File: src/rtl/lsu_bus_master.sv
// Load/store unit bus master: turns byte/half/word CPU requests into aligned
// 32-bit req/ack memory accesses, splitting misaligned ones into two words.
module lsu_bus_master #(
  parameter int MEM_BYTES = 4096,
  parameter int TIMEOUT   = 255
) (
  input  logic        clk,
  input  logic        rst,
  input  logic        req_valid,
  output logic        req_ready,
  input  logic        req_we,
  input  logic [1:0]  req_size,
  input  logic        req_unsigned,
  input  logic [31:0] req_addr,
  input  logic [31:0] req_wdata,
  output logic        resp_valid,
  output logic [31:0] resp_rdata,
  output logic        resp_err,
  output logic        mem_req,
  output logic        mem_we,
  output logic [31:0] mem_addr,
  output logic [3:0]  mem_be,
  output logic [31:0] mem_wdata,
  input  logic        mem_ack,
  input  logic [31:0] mem_rdata,
  output logic        busy
);

  typedef enum logic [2:0] {
    IDLE = 3'd0,
    ACC1 = 3'd1,
    GAP  = 3'd2,
    ACC2 = 3'd3,
    RESP = 3'd4
  } state_t;

  state_t      state;
  logic        we_r;
  logic        uns_r;
  logic        split_r;
  logic [1:0]  size_r;
  logic [1:0]  off_r;
  logic [3:0]  be2_r;
  logic [31:0] wdata2_r;
  logic [31:0] data_lo_r;
  logic [7:0]  tcount_r;

  logic [2:0]  n_s;
  logic [3:0]  mask_s;
  logic [31:0] wmask_s;
  logic [7:0]  be8_s;
  logic [63:0] wd64_s;
  logic [32:0] last_s;
  logic        bad_s;
  logic        split_s;
  logic [63:0] raw_s;

  function automatic logic [31:0] lane_mask(input logic [3:0] be);
    return {{8{be[3]}}, {8{be[2]}}, {8{be[1]}}, {8{be[0]}}};
  endfunction

  // raw holds the captured lanes of both words; shift the access down to bit 0
  function automatic logic [31:0] extend(input logic [63:0] raw, input logic [1:0] off,
                                         input logic [1:0] size, input logic uns);
    logic [63:0] sh;
    sh = raw >> {off, 3'b000};
    case (size)
      2'b00:   extend = uns ? {24'h000000, sh[7:0]}  : {{24{sh[7]}}, sh[7:0]};
      2'b01:   extend = uns ? {16'h0000, sh[15:0]}   : {{16{sh[15]}}, sh[15:0]};
      default: extend = sh[31:0];
    endcase
  endfunction

  // Request decode: byte count, lane enables for both words, range check
  always_comb begin
    n_s     = 3'd4;
    mask_s  = 4'b1111;
    wmask_s = 32'hFFFF_FFFF;
    case (req_size)
      2'b00: begin
        n_s     = 3'd1;
        mask_s  = 4'b0001;
        wmask_s = 32'h0000_00FF;
      end
      2'b01: begin
        n_s     = 3'd2;
        mask_s  = 4'b0011;
        wmask_s = 32'h0000_FFFF;
      end
      default: begin
        n_s     = 3'd4;
        mask_s  = 4'b1111;
        wmask_s = 32'hFFFF_FFFF;
      end
    endcase
    be8_s   = {4'b0000, mask_s} << req_addr[1:0];
    wd64_s  = {32'h0000_0000, req_wdata & wmask_s} << {req_addr[1:0], 3'b000};
    last_s  = {1'b0, req_addr} + {30'd0, n_s} - 33'd1;
    bad_s   = (req_size == 2'b11) || (last_s >= 33'(MEM_BYTES));
    split_s = ({1'b0, req_addr[1:0]} + n_s) > 3'd4;
    raw_s   = (state == ACC2) ? {mem_rdata & lane_mask(mem_be), data_lo_r}
                              : {32'h0000_0000, mem_rdata & lane_mask(mem_be)};
  end

  // Control FSM with registered bus and response outputs
  always_ff @(posedge clk or posedge rst) begin
    if (rst) begin
      state      <= IDLE;
      req_ready  <= 1'b1;
      busy       <= 1'b0;
      resp_valid <= 1'b0;
      resp_rdata <= 32'h0000_0000;
      resp_err   <= 1'b0;
      mem_req    <= 1'b0;
      mem_we     <= 1'b0;
      mem_addr   <= 32'h0000_0000;
      mem_be     <= 4'b0000;
      mem_wdata  <= 32'h0000_0000;
      we_r       <= 1'b0;
      uns_r      <= 1'b0;
      split_r    <= 1'b0;
      size_r     <= 2'b00;
      off_r      <= 2'b00;
      be2_r      <= 4'b0000;
      wdata2_r   <= 32'h0000_0000;
      data_lo_r  <= 32'h0000_0000;
      tcount_r   <= 8'd0;
    end else begin
      resp_valid <= 1'b0;
      case (state)
        IDLE: begin
          if (req_valid) begin
            req_ready <= 1'b0;
            busy      <= 1'b1;
            we_r      <= req_we;
            uns_r     <= req_unsigned;
            size_r    <= req_size;
            off_r     <= req_addr[1:0];
            split_r   <= split_s;
            be2_r     <= be8_s[7:4];
            wdata2_r  <= wd64_s[63:32];
            tcount_r  <= 8'd0;
            resp_err  <= 1'b0;
            resp_rdata <= 32'h0000_0000;
            if (bad_s) begin
              state      <= RESP;
              resp_valid <= 1'b1;
              resp_err   <= 1'b1;
            end else begin
              state     <= ACC1;
              mem_req   <= 1'b1;
              mem_we    <= req_we;
              mem_addr  <= {req_addr[31:2], 2'b00};
              mem_be    <= be8_s[3:0];
              mem_wdata <= wd64_s[31:0];
            end
          end
        end
        ACC1, ACC2: begin
          if (mem_ack) begin
            mem_req   <= 1'b0;
            mem_we    <= 1'b0;
            mem_be    <= 4'b0000;
            mem_wdata <= 32'h0000_0000;
            if (state == ACC1 && split_r) begin
              data_lo_r <= mem_rdata & lane_mask(mem_be);
              state     <= GAP;
            end else begin
              state      <= RESP;
              resp_valid <= 1'b1;
              resp_rdata <= we_r ? 32'h0000_0000 : extend(raw_s, off_r, size_r, uns_r);
            end
          end else if (tcount_r == 8'(TIMEOUT - 1)) begin
            // an already-completed first half of a split store stays written
            mem_req    <= 1'b0;
            mem_we     <= 1'b0;
            mem_be     <= 4'b0000;
            mem_wdata  <= 32'h0000_0000;
            state      <= RESP;
            resp_valid <= 1'b1;
            resp_err   <= 1'b1;
            resp_rdata <= 32'h0000_0000;
          end else begin
            tcount_r <= tcount_r + 8'd1;
          end
        end
        GAP: begin
          mem_req   <= 1'b1;
          mem_we    <= we_r;
          mem_addr  <= mem_addr + 32'd4;
          mem_be    <= be2_r;
          mem_wdata <= wdata2_r;
          tcount_r  <= 8'd0;
          state     <= ACC2;
        end
        RESP: begin
          state      <= IDLE;
          req_ready  <= 1'b1;
          busy       <= 1'b0;
          resp_err   <= 1'b0;
          resp_rdata <= 32'h0000_0000;
        end
        default: begin
          state     <= IDLE;
          req_ready <= 1'b1;
          busy      <= 1'b0;
          mem_req   <= 1'b0;
        end
      endcase
    end
  end

endmodule
File: config.mk
export PLATFORM = sky130hd
export DESIGN_NAME = lsu_bus_master
export DESIGN_NICKNAME = d
export VERILOG_FILES = /design/src/rtl/lsu_bus_master.sv
export SDC_FILE = /design/constraint.sdc
export NUM_CORES = 1
export LEC_CHECK = 0
export ABC_AREA = 1
export CORE_MARGIN = 10
export CORE_UTILIZATION = 59
export DETAILED_ROUTE_END_ITERATION = 6
export PLACE_DENSITY_LB_ADDON = 0.08
export SETUP_SLACK_MARGIN = 0.3
export SKIP_LAST_GASP = 1
export SYNTH_ARGS = -nofsm -noshare
export SYNTH_HDL_FRONTEND = slang
export SYNTH_SLANG_ARGS = --single-unit
File: constraint.sdc
create_clock -name clk -period 10.2 [get_ports clk]
set_input_delay 2.55 -clock clk [delete_from_list [all_inputs] [get_ports clk]]
set_output_delay 2.55 -clock clk [all_outputs]
set_load 0.1 [all_outputs]
==> results.md, run 1 <==
* Floorplan row count at 53
* Status: finished, violations left
* Power per cell area at between 200 and 300 mW/mm2
* Crit start category: primary input
* Cell area after synthesis at about 0.013 mm2
* R2R Setup Slk at roughly 6600 ps
* Placed Cells incl. Taps at approximately 2300
* First-pass GRT wire length at 66500 um
* Most instantiated cells after synthesis: 655 x nand2_1, 229 x inv_1, 180 x dfrtp_1, 174 x o21ai_0, 153 x nand3_1
* Setup Fix Bufs, Post-CTS at 0
* Mapped Cells at 1932
* Die Y at around 170 um
* Fmax at roughly 0.14 GHz
* Final #Nets at roughly 2200
* GP Congestion at approximately 0.97
* Largest net degree at the start of global routing at a little over 100
* Worst slew margin at about a fifth
* EDFF count, synth at 0
* Worst hold path class: flop to flop
* CP Max Fanout at 32
* TritonCTS buffer count at 17
* Min Tclk post-route at roughly 7000 ps
* Clk_skew at 18.1 ps
* Die width at around 170 um
* Fin cells at between 2000 and 2500
* Crit path DAT at approximately 7300 ps
* CP endpoint kind: flop
* Core Area at roughly 0.021 mm2
* Sink Count at 181
* Worst endpoint required time at roughly 11000 ps
* Starting Density at just over 60%
* R2R cell count at 10
* Share of the synthesized area in the top cell type at a little over a third
* Worst setup endpoint: mem_addr[6]$_DFFE_PP0P_
* Clock transition at the registers of the reported paths at 70 ps
* Worst setup path startpoint: req_addr[0]
* WL per Instance at 17.6 um
* Fillers at between 1500 and 2000
* Layout overhead on the synthesized area at 20.8%
* Failing checks: design-rule violations
* Area contributors post-synth: dfrtp_1 35%, nand2_1 19%, o21ai_0 6.8%
* Final Hold Violating Endpoints at 0
* Reg2Reg Capture Point: resp_rdata[19]$_DFFE_PP0P_
* Total Power at between 4 and 5 mW
* Worst VDD drop at roughly 0.33 mV
* Post_cts resized at 0
* CTS tree: yes
* DP HPWL at about 32000 um
* Fin Setup TNS at 0 ps
* Worst-Skew Late Latency at between 400 and 500 ps
* Synth Flop Type: dfrtp_1
* GRT Total Usage at 28.7%
* Yosys reg bits at roughly 180
* Worst-case clock buffer depth at 2
* Total wire length at roughly 42000 um
* Initial DRC Count at roughly 1700
* Leakage power total at about 7.7 nW
* # diodes at 0
* Grt ovf at 0
* Final period util at between 60 and 70%
* Synth async-reset ratio at 100%
* Via-to-Cell Ratio at approximately 5.8
* Yosys top cell by area: dfrtp_1
* Total of max-cap violations at 0
* RSZ-0062 raised after global routing: false
* IO Pins at 210
* Layout cell share with drive strength beyond 1 at just under 4%
* Final setup vio count at 0
* Synth Warn # at 0
* Synth cell types at 48
* Area of the multi-input gates at approximately 0.007 mm2
* CTS root buffer: clkbuf_16
* Vias in the first global route at approximately 13000
* Syn avg cell area at 6.63 um2
* R2r startpoint: state[2]$_DFFE_PP0P_
* Launch point of the worst hold path: mem_wdata[16]$_DFFE_PP0P_
* Worst-Margin Slew at 1210 ps
* I/O Buffers at between 200 and 250
* Hold buffers post-CTS at 0
* Initial antenna violation count at 0
* Residual DRC at 2
* CP Class: primary input to flop
* Register area at ~0.0045 mm2
* Die area at between 0.02 and 0.03 mm2
* Fin. max-slew vios at 0
* Count leader, synth: nand2_1
* H-tree depth at 4
* Final ANT Viol Nets at 0
* Vias at 13674
* Register area share after synthesis at about 35%
* DR pass1 iterations at 7
## layer usage
metal	GRT usage, %	vias up	part of all wire [%]
met3	6.91	94	8.8
met1	36.1	6322	41
met2	46.5	687	46
met4	11.8	0	3.8
met5	0	-	0
li1	-	6571	-
## metrics by stage
| step | setup WS, ps | cell area (um2) | util, % | hold WS [ps] |
|---|---|---|---|---|
| floorplan | 2740 | 12800 | - | 448 |
| global placement | 3030 | 14900 | 70.1 | 454 |
| detailed placement | 2830 | 14900 | 70.1 | 457 |
| CTS | 3250 | 15500 | 72.9 | 475 |
| global route | 2670 | 15500 | 72.9 | 498 |
| finish | 3200 | 15500 | 72.9 | 471 |
## worst max-delay path, cell delays in order
cell and delay [ps]:
clkdlybuf4s50_1 740, inv_1 430, ha_1 340, inv_1 80, ha_1 270, inv_1 80, fa_1 360, inv_1 90
nand3_1 70, nand3_1 90, nand3_1 90, nand3_1 150, nand3_1 110, nand3_1 100, nand2_1 60, inv_1 40
nand3_1 100, nor2_2 130, nand2_2 110, nand2_2 470, nand2_2 570, nand2_1 190, nand2_1 70
## flip-flops by register name (all words and copies together) (netlist names), 3 cells and up
name	cells
data_lo_r	32
mem_wdata	32
resp_rdata	32
mem_addr	30
wdata2_r	24
tcount_r	8
mem_be	4
be2_r	3
state	3
## final cells by class
| class | instances | area share [%] |
|---|---|---|
| Clock inverter | 11 | 0.890 |
| Sequential cell | 181 | 29.3 |
| Clock buffer | 20 | 2.95 |
| Multi-Input combinational cell | 1419 | 44.8 |
| Timing Repair Buffer | 215 | 13.8 |
| Inverter | 248 | 6.05 |
| Tap cell | 275 | 2.22 |
## logic make-up after synthesis
kind of cell / count (synthesis) / synth area share (%)
adders and majority gates: 41 / 4.12
other: 1 / 0.0293
AOI/OAI and AO/OA: 351 / 15.7
muxes: 6 / 0.469
DFF: 181 / 35.4
buffers and inverters: 333 / 10.6
and+or+nand+nor: 1001 / 32.5
xor gates and xnor gates: 18 / 1.23
## cells in the final DEF, fill, tap and decap left out, types with 10 or more instances in the layout
| cell type | instances |
|---|---|
| o221ai_1 | 17 |
| dfrtp_1 | 180 |
| xor2_1 | 10 |
| nand3_1 | 153 |
| a22o_1 | 12 |
| nand4_1 | 15 |
| o22ai_1 | 42 |
| clkdlybuf4s50_1 | 207 |
| nor3_1 | 16 |
| inv_1 | 228 |
| nand2_1 | 655 |
| a21oi_1 | 65 |
| ha_1 | 39 |
| inv_2 | 14 |
| nor2_1 | 122 |
| o21ai_0 | 174 |
| clkbuf_16 | 17 |
## report_power, final
part,internal [mW],switching (mW)
Sequential,0.931,0.230
Clock,0.378,0.295
Combinational,0.592,1.90
## worst min-delay path by stage
stage	cells past startpoint	end	slack (ps)
after floorplan	2	data_lo_r[4]$_DFFE_PP0P_	450
after global placement	2	mem_wdata[16]$_DFFE_PP0P_	450
after detailed placement	2	mem_wdata[7]$_DFFE_PP0P_	460
after CTS	2	mem_wdata[7]$_DFFE_PP0P_	480
after global routing	2	mem_wdata[7]$_DFFE_PP0P_	500
final	2	mem_wdata[16]$_DFFE_PP0P_	470
Power figures use the tool's default switching activity.
==> run 2: changes to the inputs <==
--- a/config.mk
+++ b/config.mk
@@ -7,7 +7,7 @@
 export LEC_CHECK = 0
 export ABC_AREA = 1
 export CORE_MARGIN = 10
-export CORE_UTILIZATION = 59
+export CORE_UTILIZATION = 55
 export DETAILED_ROUTE_END_ITERATION = 6
 export PLACE_DENSITY_LB_ADDON = 0.08
 export SETUP_SLACK_MARGIN = 0.3
==> constraint.sdc (replaced) <==
create_clock -name clk -period 7.19 [get_ports clk]
set_input_delay 1.7975 -clock clk [delete_from_list [all_inputs] [get_ports clk]]
set_output_delay 1.7975 -clock clk [all_outputs]
set_load 0.1 [all_outputs]
==> run 2 against run 1 <==
Compared with the run above: the flow now finishes without violations; clock power increased by 38%; register-to-register slack got worse by 3000 ps; critical endpoint is now mem_wdata[4]$_DFFE_PP0P_; utilization decreased by 4.7 points; routed wire length increased by 1.0%; sequential share of layout area decreased by 0.12 points; global-route usage decreased by 1.3 points; largest cell class unchanged; power increased by 41%; design area increased by 0.40%; via count decreased by 0.31%; worst setup slack got worse by 1900 ps; combinational power increased by 41%; first-iteration DRC count decreased by 13%.
==> results.md, run 2 (same netlist as run 1, synthesis figures left out) <==
* Status: completed (was finished, violations left)
* Initial DRC Count at 1525 (was 1743)
* Setup Fix Bufs, Post-CTS at 0 (unchanged)
* H-tree depth at 4 (unchanged)
* Crit path DAT at 6190 ps (was 7330 ps)
* Worst slew margin at 29.3% (was 18.8%)
* Total Power at 6.10 mW (was 4.32 mW)
* Crit start category: primary input (unchanged)
* Die area at 0.0298 mm2 (was 0.0280 mm2)
* # diodes at 0 (unchanged)
* Hold buffers post-CTS at 0 (unchanged)
* R2R Setup Slk at 3650 ps (was 6640 ps)
* Total of max-cap violations at 0 (unchanged)
* CP cell instances: clkdlybuf4s50_1 -> nor2_1 -> inv_1 -> ha_1 -> inv_1 -> ha_1 -> inv_1 -> fa_1 -> inv_1 -> nand3_1 -> nand3_1 -> nand3_1 -> nand3_1 -> nand3_1 -> nand3_1 -> nand2_1 -> inv_1 -> nand3_1 -> nor2_2 -> nand2_2 -> nand2_4 -> nand2_4 -> nand2_1 -> nand2_1 (was clkdlybuf4s50_1 -> inv_1 -> ha_1 -> inv_1 -> ha_1 -> inv_1 -> fa_1 -> inv_1 -> nand3_1 -> nand3_1 -> nand3_1 -> nand3_1 -> nand3_1 -> nand3_1 -> nand2_1 -> inv_1 -> nand3_1 -> nor2_2 -> nand2_2 -> nand2_2 -> nand2_2 -> nand2_1 -> nand2_1)
* Hold path cells at 2 (unchanged)
* Total wire length at 42200 um (was 41800 um)
* CTS root buffer: clkbuf_16 (unchanged)
* Hold EP: mem_we$_DFFE_PP0P_ (was mem_wdata[16]$_DFFE_PP0P_)
* I/O Buffers at 207 (unchanged)
* R2r startpoint: state[2]$_DFFE_PP0P_ (unchanged)
* RSZ-0062 raised after global routing: false (unchanged)
* Starting Density at 56.2% (was 60.4%)
* Final ANT Viol Nets at 0 (unchanged)
* Vias at 13631 (was 13674)
* IO Pins at 210 (unchanged)
* Fmax at between 0.15 and 0.2 GHz
* Sink Count at 181 (unchanged)
* Clk_skew at 22.1 ps (was 18.1 ps)
* Worst-Margin Slew at 1060 ps (was 1210 ps)
* Worst endpoint required time at 7510 ps (was 10520 ps)
* GP Congestion at 0.965 (was 0.972)
* Worst hold path class: flop to flop (unchanged)
* Die width at 173 um (was 167 um)
* Power per cell area at 393 mW/mm2 (was 279 mW/mm2)
* Final period util at approximately four fifths
* Vias in the first global route at 12750 (was 12891)
* Layout cell share with drive strength beyond 1 at 4.14% (was 3.87%)
* Post_cts resized at 0 (unchanged)
* TritonCTS buffer count at 17 (unchanged)
* Grt ovf at 0 (unchanged)
* Clock transition at the registers of the reported paths at 70 ps (about the same)
* Most used cell, CP: nand3_1 (unchanged)
* Min Tclk post-route at between 5000 and 6000 ps
* Largest net degree at the start of global routing at 77 (was 101)
* CP Class: primary input to flop (unchanged)
* R2R cell count at 13 (was 10)
* CTS tree: yes (unchanged)
* Fin. max-slew vios at 0 (unchanged)
* Worst-case clock buffer depth at 2 (unchanged)
* Floorplan row count at 55 (was 53)
* Reg2Reg Capture Point: resp_rdata[19]$_DFFE_PP0P_ (unchanged)
* First-pass GRT wire length at 68000 um (was 66500 um)
* CP endpoint kind: flop (unchanged)
* Biggest regs: data_lo_r (32), mem_wdata (32), resp_rdata (32) (unchanged)
* Fillers at 2006 (was 1774)
* Final #Nets at 2231 (was 2227)
* Layout overhead on the synthesized area at 21.3% (was 20.8%)
* Residual DRC at 0 (was 2)
* Worst-Skew Late Latency at 450 ps (about the same)
* GRT Total Usage at 27.4% (was 28.7%)
* Core Area at 0.0228 mm2 (was 0.0212 mm2)
* Initial antenna violation count at 0 (unchanged)
* Worst VDD drop at 0.502 mV (was 0.328 mV)
* Critical-path top delay cell: clkdlybuf4s50_1 (unchanged)
* Commonest cells after routing, fill and taps aside: 655 x nand2_1, 228 x inv_1, 207 x clkdlybuf4s50_1 (unchanged)
* Fin Setup TNS at 0 ps (unchanged)
* Placed Area at 0.0150 mm2 (was 0.0149 mm2)
* Leakage power total at 7.70 nW (was 7.69 nW)
* Launch point of the worst hold path: mem_we$_DFFE_PP0P_ (was mem_wdata[16]$_DFFE_PP0P_)
* Via-to-Cell Ratio at 5.65 (was 5.77)
* Final Cell Area at 0.0155 mm2 (about the same)
* CP Max Fanout at 41 (was 32)
* Final Hold Violating Endpoints at 0 (unchanged)
* DR pass1 iterations at 6 (was 7)
* WL per Instance at 17.5 um (was 17.6 um)
* CP peak stage delay at 580 ps (was 740 ps)
* Final setup vio count at 0 (unchanged)
* Commonest non-fill, non-tap cell in the layout: nand2_1 (unchanged)
* Die Y at 173 um (was 167 um)
* DP HPWL at 32100 um (was 31700 um)
run 2: where the power goes:
group | switching [mW] | leakage, nW | internal, mW
sequential | 0.326 | 2.41 | 1.32
clock | 0.461 | 0.277 | 0.470
combinational | 2.68 | 5.02 | 0.842
run 2: worst max-delay path by stage:
| stage | from | endpoint | slack, ps |
|---|---|---|---|
| final | req_size[1] | mem_wdata[4]$_DFFE_PP0P_ | 1320 |
| after global routing | req_size[1] | mem_wdata[4]$_DFFE_PP0P_ | 960 |
| after CTS | req_size[1] | mem_wdata[4]$_DFFE_PP0P_ | 1420 |
| after detailed placement | req_size[1] | mem_wdata[4]$_DFFE_PP0P_ | 980 |
| after global placement | req_size[1] | mem_we$_DFFE_PP0P_ | 1280 |
| after floorplan | rst | be2_r[0]$_DFFE_PP0P_ | 480 |
run 2: routing by layer:
metal | part of all wire, % | vias to the layer above | GRT usage (%)
met5 | 0 | - | 0
met4 | 3.0 | 0 | 9.57
met3 | 8.2 | 68 | 4.97
met2 | 47 | 659 | 44.6
met1 | 42 | 6305 | 35.9
li1 | - | 6599 | -
run 2: cell type report:
cell class	instances	area (um2)	share of cell area [%]
multi-input cells	1419	6930	44.6
well taps	313	392	2.52
repair buffers	219	2160	13.9
inverters	248	936	6.02
flip-flops and latches	181	4530	29.2
clock buffers	18	439	2.83
clock inverters	14	140	0.902
run 2: metrics by stage:
step,hold WS [ps],std cells,worst slack [ps],utilization [%]
6_report,471,2412,1320,68.2
5_1_grt,486,2412,963,68.2
4_1_cts,476,2412,1420,68.2
3_5_place_dp,457,2380,984,65.7
3_3_place_gp,457,2380,1280,65.7
2_1_floorplan,448,1933,479,-
run 2: worst max-delay path, delay by kind of cell:
family,cells,cell delay [ps]
simple gates,15,2350
buf+inv,6,1150
fa+ha+maj,3,850
==> run 3: changes to the inputs <==
==> constraint.sdc (replaced) <==
create_clock -name clk -period 6 [get_ports clk]
set_input_delay 1.5 -clock clk [delete_from_list [all_inputs] [get_ports clk]]
set_output_delay 1.5 -clock clk [all_outputs]
set_load 0.1 [all_outputs]
==> run 3 against run 2 <==
Compared with the run above: first-iteration DRC count fell by 10%; sequential power grew 20%; utilization rose by 0.14 points; non-clock buffer count up 2; critical endpoint is now mem_be[1]$_DFFE_PP0P_; sequential share of layout area shrank 0.059 points.
==> results.md, run 3 (same netlist as run 1, synthesis figures left out) <==
* Setup Fix Bufs, Post-CTS at 0 (unchanged)
* RSZ-0062 raised after global routing: false (unchanged)
* R2r startpoint: state[2]$_DFFE_PP0P_ (unchanged)
* Hold buffers post-CTS at 0 (unchanged)
* Initial DRC Count at 1366 (was 1525)
* Starting Density at 56.2% (unchanged)
* Floorplan row count at 55 (unchanged)
* Via-to-Cell Ratio at 5.60 (was 5.65)
* Worst-Margin Slew at 1120 ps (was 1060 ps)
* Final cell utilization of the core at 68.3% (was 68.2%)
* H-tree depth at 4 (unchanged)
* Worst hold path class: flop to flop (unchanged)
* Die Y at 173 um (unchanged)
* Leakage power total at 7.72 nW (was 7.70 nW)
* TritonCTS buffer count at 17 (unchanged)
* Initial antenna violation count at 0 (unchanged)
* Core Area at 0.0228 mm2 (unchanged)
* CP Class: primary input to flop (unchanged)
* Total wire length at 42100 um (was 42200 um)
* Worst setup path startpoint: req_size[1] (unchanged)
* Commonest non-fill, non-tap cell in the layout: nand2_1 (unchanged)
* CTS root buffer: clkbuf_16 (unchanged)
* Fin. max-slew vios at 0 (unchanged)
* DP HPWL at 31800 um (was 32100 um)
* Worst VDD drop at 0.509 mV (was 0.502 mV)
* Worst endpoint required time at 6320 ps (was 7510 ps)
* Largest net degree at the start of global routing at 182 (was 77)
* Status: completed (unchanged)
* Crit path DAT at 5500 ps (was 6190 ps)
* Fin Setup TNS at 0 ps (unchanged)
* Commonest cells after routing, fill and taps aside: 655 x nand2_1, 228 x inv_1, 207 x clkdlybuf4s50_1 (unchanged)
* Clk_skew at 16.6 ps (was 22.1 ps)
* Fillers at 2047 (was 2006)
* Die area at 0.0298 mm2 (unchanged)
* Final setup vio count at 0 (unchanged)
* Layout overhead on the synthesized area at 21.5% (was 21.3%)
* Power per cell area at 472 mW/mm2 (was 393 mW/mm2)
* GRT Total Usage at 27.2% (was 27.4%)
* Final WS setup at 825 ps (was 1320 ps)
* Worst setup endpoint: mem_be[1]$_DFFE_PP0P_ (was mem_wdata[4]$_DFFE_PP0P_)
* Vias in the first global route at 12867 (was 12750)
* Crit start category: primary input (unchanged)
* IO Pins at 210 (unchanged)
* Biggest regs: data_lo_r (32), mem_wdata (32), resp_rdata (32) (unchanged)
* Residual DRC at 0 (unchanged)
* Final period util at a little under nine tenths
* R2R Setup Slk at 2530 ps (was 3650 ps)
* R2R cell count at 13 (unchanged)
* Clock transition at the registers of the reported paths at 70 ps (about the same)
* Sink Count at 181 (unchanged)
* WL per Instance at 17.4 um (was 17.5 um)
* GP Congestion at 0.944 (was 0.965)
* I/O Buffers at 207 (unchanged)
* Final Hold Violating Endpoints at 0 (unchanged)
* Worst slew margin at 25.3% (was 29.3%)
* DR pass1 iterations at 6 (unchanged)
* Min Tclk post-route at approximately 5200 ps
* Worst-case clock buffer depth at 2 (unchanged)
* Final ANT Viol Nets at 0 (unchanged)
* Worst-Skew Late Latency at 450 ps (about the same)
* Reg2Reg Capture Point: resp_rdata[24]$_DFFE_PP0P_ (was resp_rdata[19]$_DFFE_PP0P_)
* Setup WS pre-CTS at 308 ps (was 984 ps)
* Die width at 173 um (unchanged)
* Total of max-cap violations at 0 (unchanged)
* CTS tree: yes (unchanged)
* Vias at 13519 (was 13631)
* # diodes at 0 (unchanged)
* Grt ovf at 0 (unchanged)
* Layout cell share with drive strength beyond 1 at 4.10% (was 4.14%)
* CP endpoint kind: flop (unchanged)
* First-pass GRT wire length at 67600 um (was 68000 um)
* CP Max Fanout at 41 (unchanged)
* Fmax at ~0.19 GHz
* Final #Nets at 2233 (was 2231)
-- run 3: changes by cell type in the layout (fill, tap and decap cells not counted), sizes merged --
cell,change
buf,+2
bufinv,+2
clkbuf,+1
clkinv,-3
inv,-1
-- run 3: per-stage QoR --
step | hold slack (ps) | std cells | instance area, um2 | total power, mW
after floorplan | 448 | 1933 | 12800 | 5.12
after global placement | 454 | 2382 | 15000 | 6.11
after detailed placement | 457 | 2382 | 15000 | 6.18
after CTS | 475 | 2413 | 15600 | 7.32
after global routing | 496 | 2413 | 15600 | 7.76
final | 473 | 2413 | 15600 | 7.35
-- run 3: cell type report --
cell class	count	area, um2	share of cell area [%]
inverter	248	935	6.00
clock buffer	19	433	2.78
tap	313	392	2.52
sequential	181	4530	29.1
clock inverter	12	143	0.916
multi-input combinational	1419	6940	44.6
timing repair buffer	221	2190	14.1
-- run 3: report_power, final --
part	internal [mW]	switching [mW]
Clock	0.621	0.515
Combinational	1.02	3.22
Sequential	1.58	0.394
Total	3.22	4.13
-- run 3: worst min path at each step --
stage	cells after the start	startpoint	to
after floorplan	2	data_lo_r[4]$_DFFE_PP0P_	data_lo_r[4]$_DFFE_PP0P_
after global placement	2	mem_wdata[4]$_DFFE_PP0P_	mem_wdata[4]$_DFFE_PP0P_
after detailed placement	2	mem_wdata[26]$_DFFE_PP0P_	mem_wdata[26]$_DFFE_PP0P_
after CTS	2	mem_wdata[26]$_DFFE_PP0P_	mem_wdata[26]$_DFFE_PP0P_
after global routing	2	resp_rdata[19]$_DFFE_PP0P_	resp_rdata[19]$_DFFE_PP0P_
final	2	mem_wdata[26]$_DFFE_PP0P_	mem_wdata[26]$_DFFE_PP0P_
-- run 3: per-layer routing --
layer	track usage [%]	share of wire [%]	routed length [um]
met1	35.3	43	17900
met2	43.4	46	19400
met3	5.27	7.3	3070
met4	12.0	4.1	1730
met5	0	0	0
-- run 3: worst max-delay path, stage by stage --
cell and delay (ps):
clkdlybuf4s50_1 670, inv_1 180, nand2_1 150, ha_1 240, inv_1 60, ha_1 240, inv_1 70, fa_1 380
inv_1 120, nand3_1 80, nand3_1 100, nand3_1 110, nand3_1 140, nand2_1 80, nand3_1 70, nand2_1 50
nor2_1 110, nand2_1 60, nor2_1 130, nand2_2 150, nand2_8 240, nand2_4 290, nand2_1 170, nand2_1 60
-- run 3: timing repair --
action | in CTS | in global routing
gates resized for setup | 0 | 1
hold endpoints to repair | 0 | 0
endpoints found under the setup margin | 0 | 4
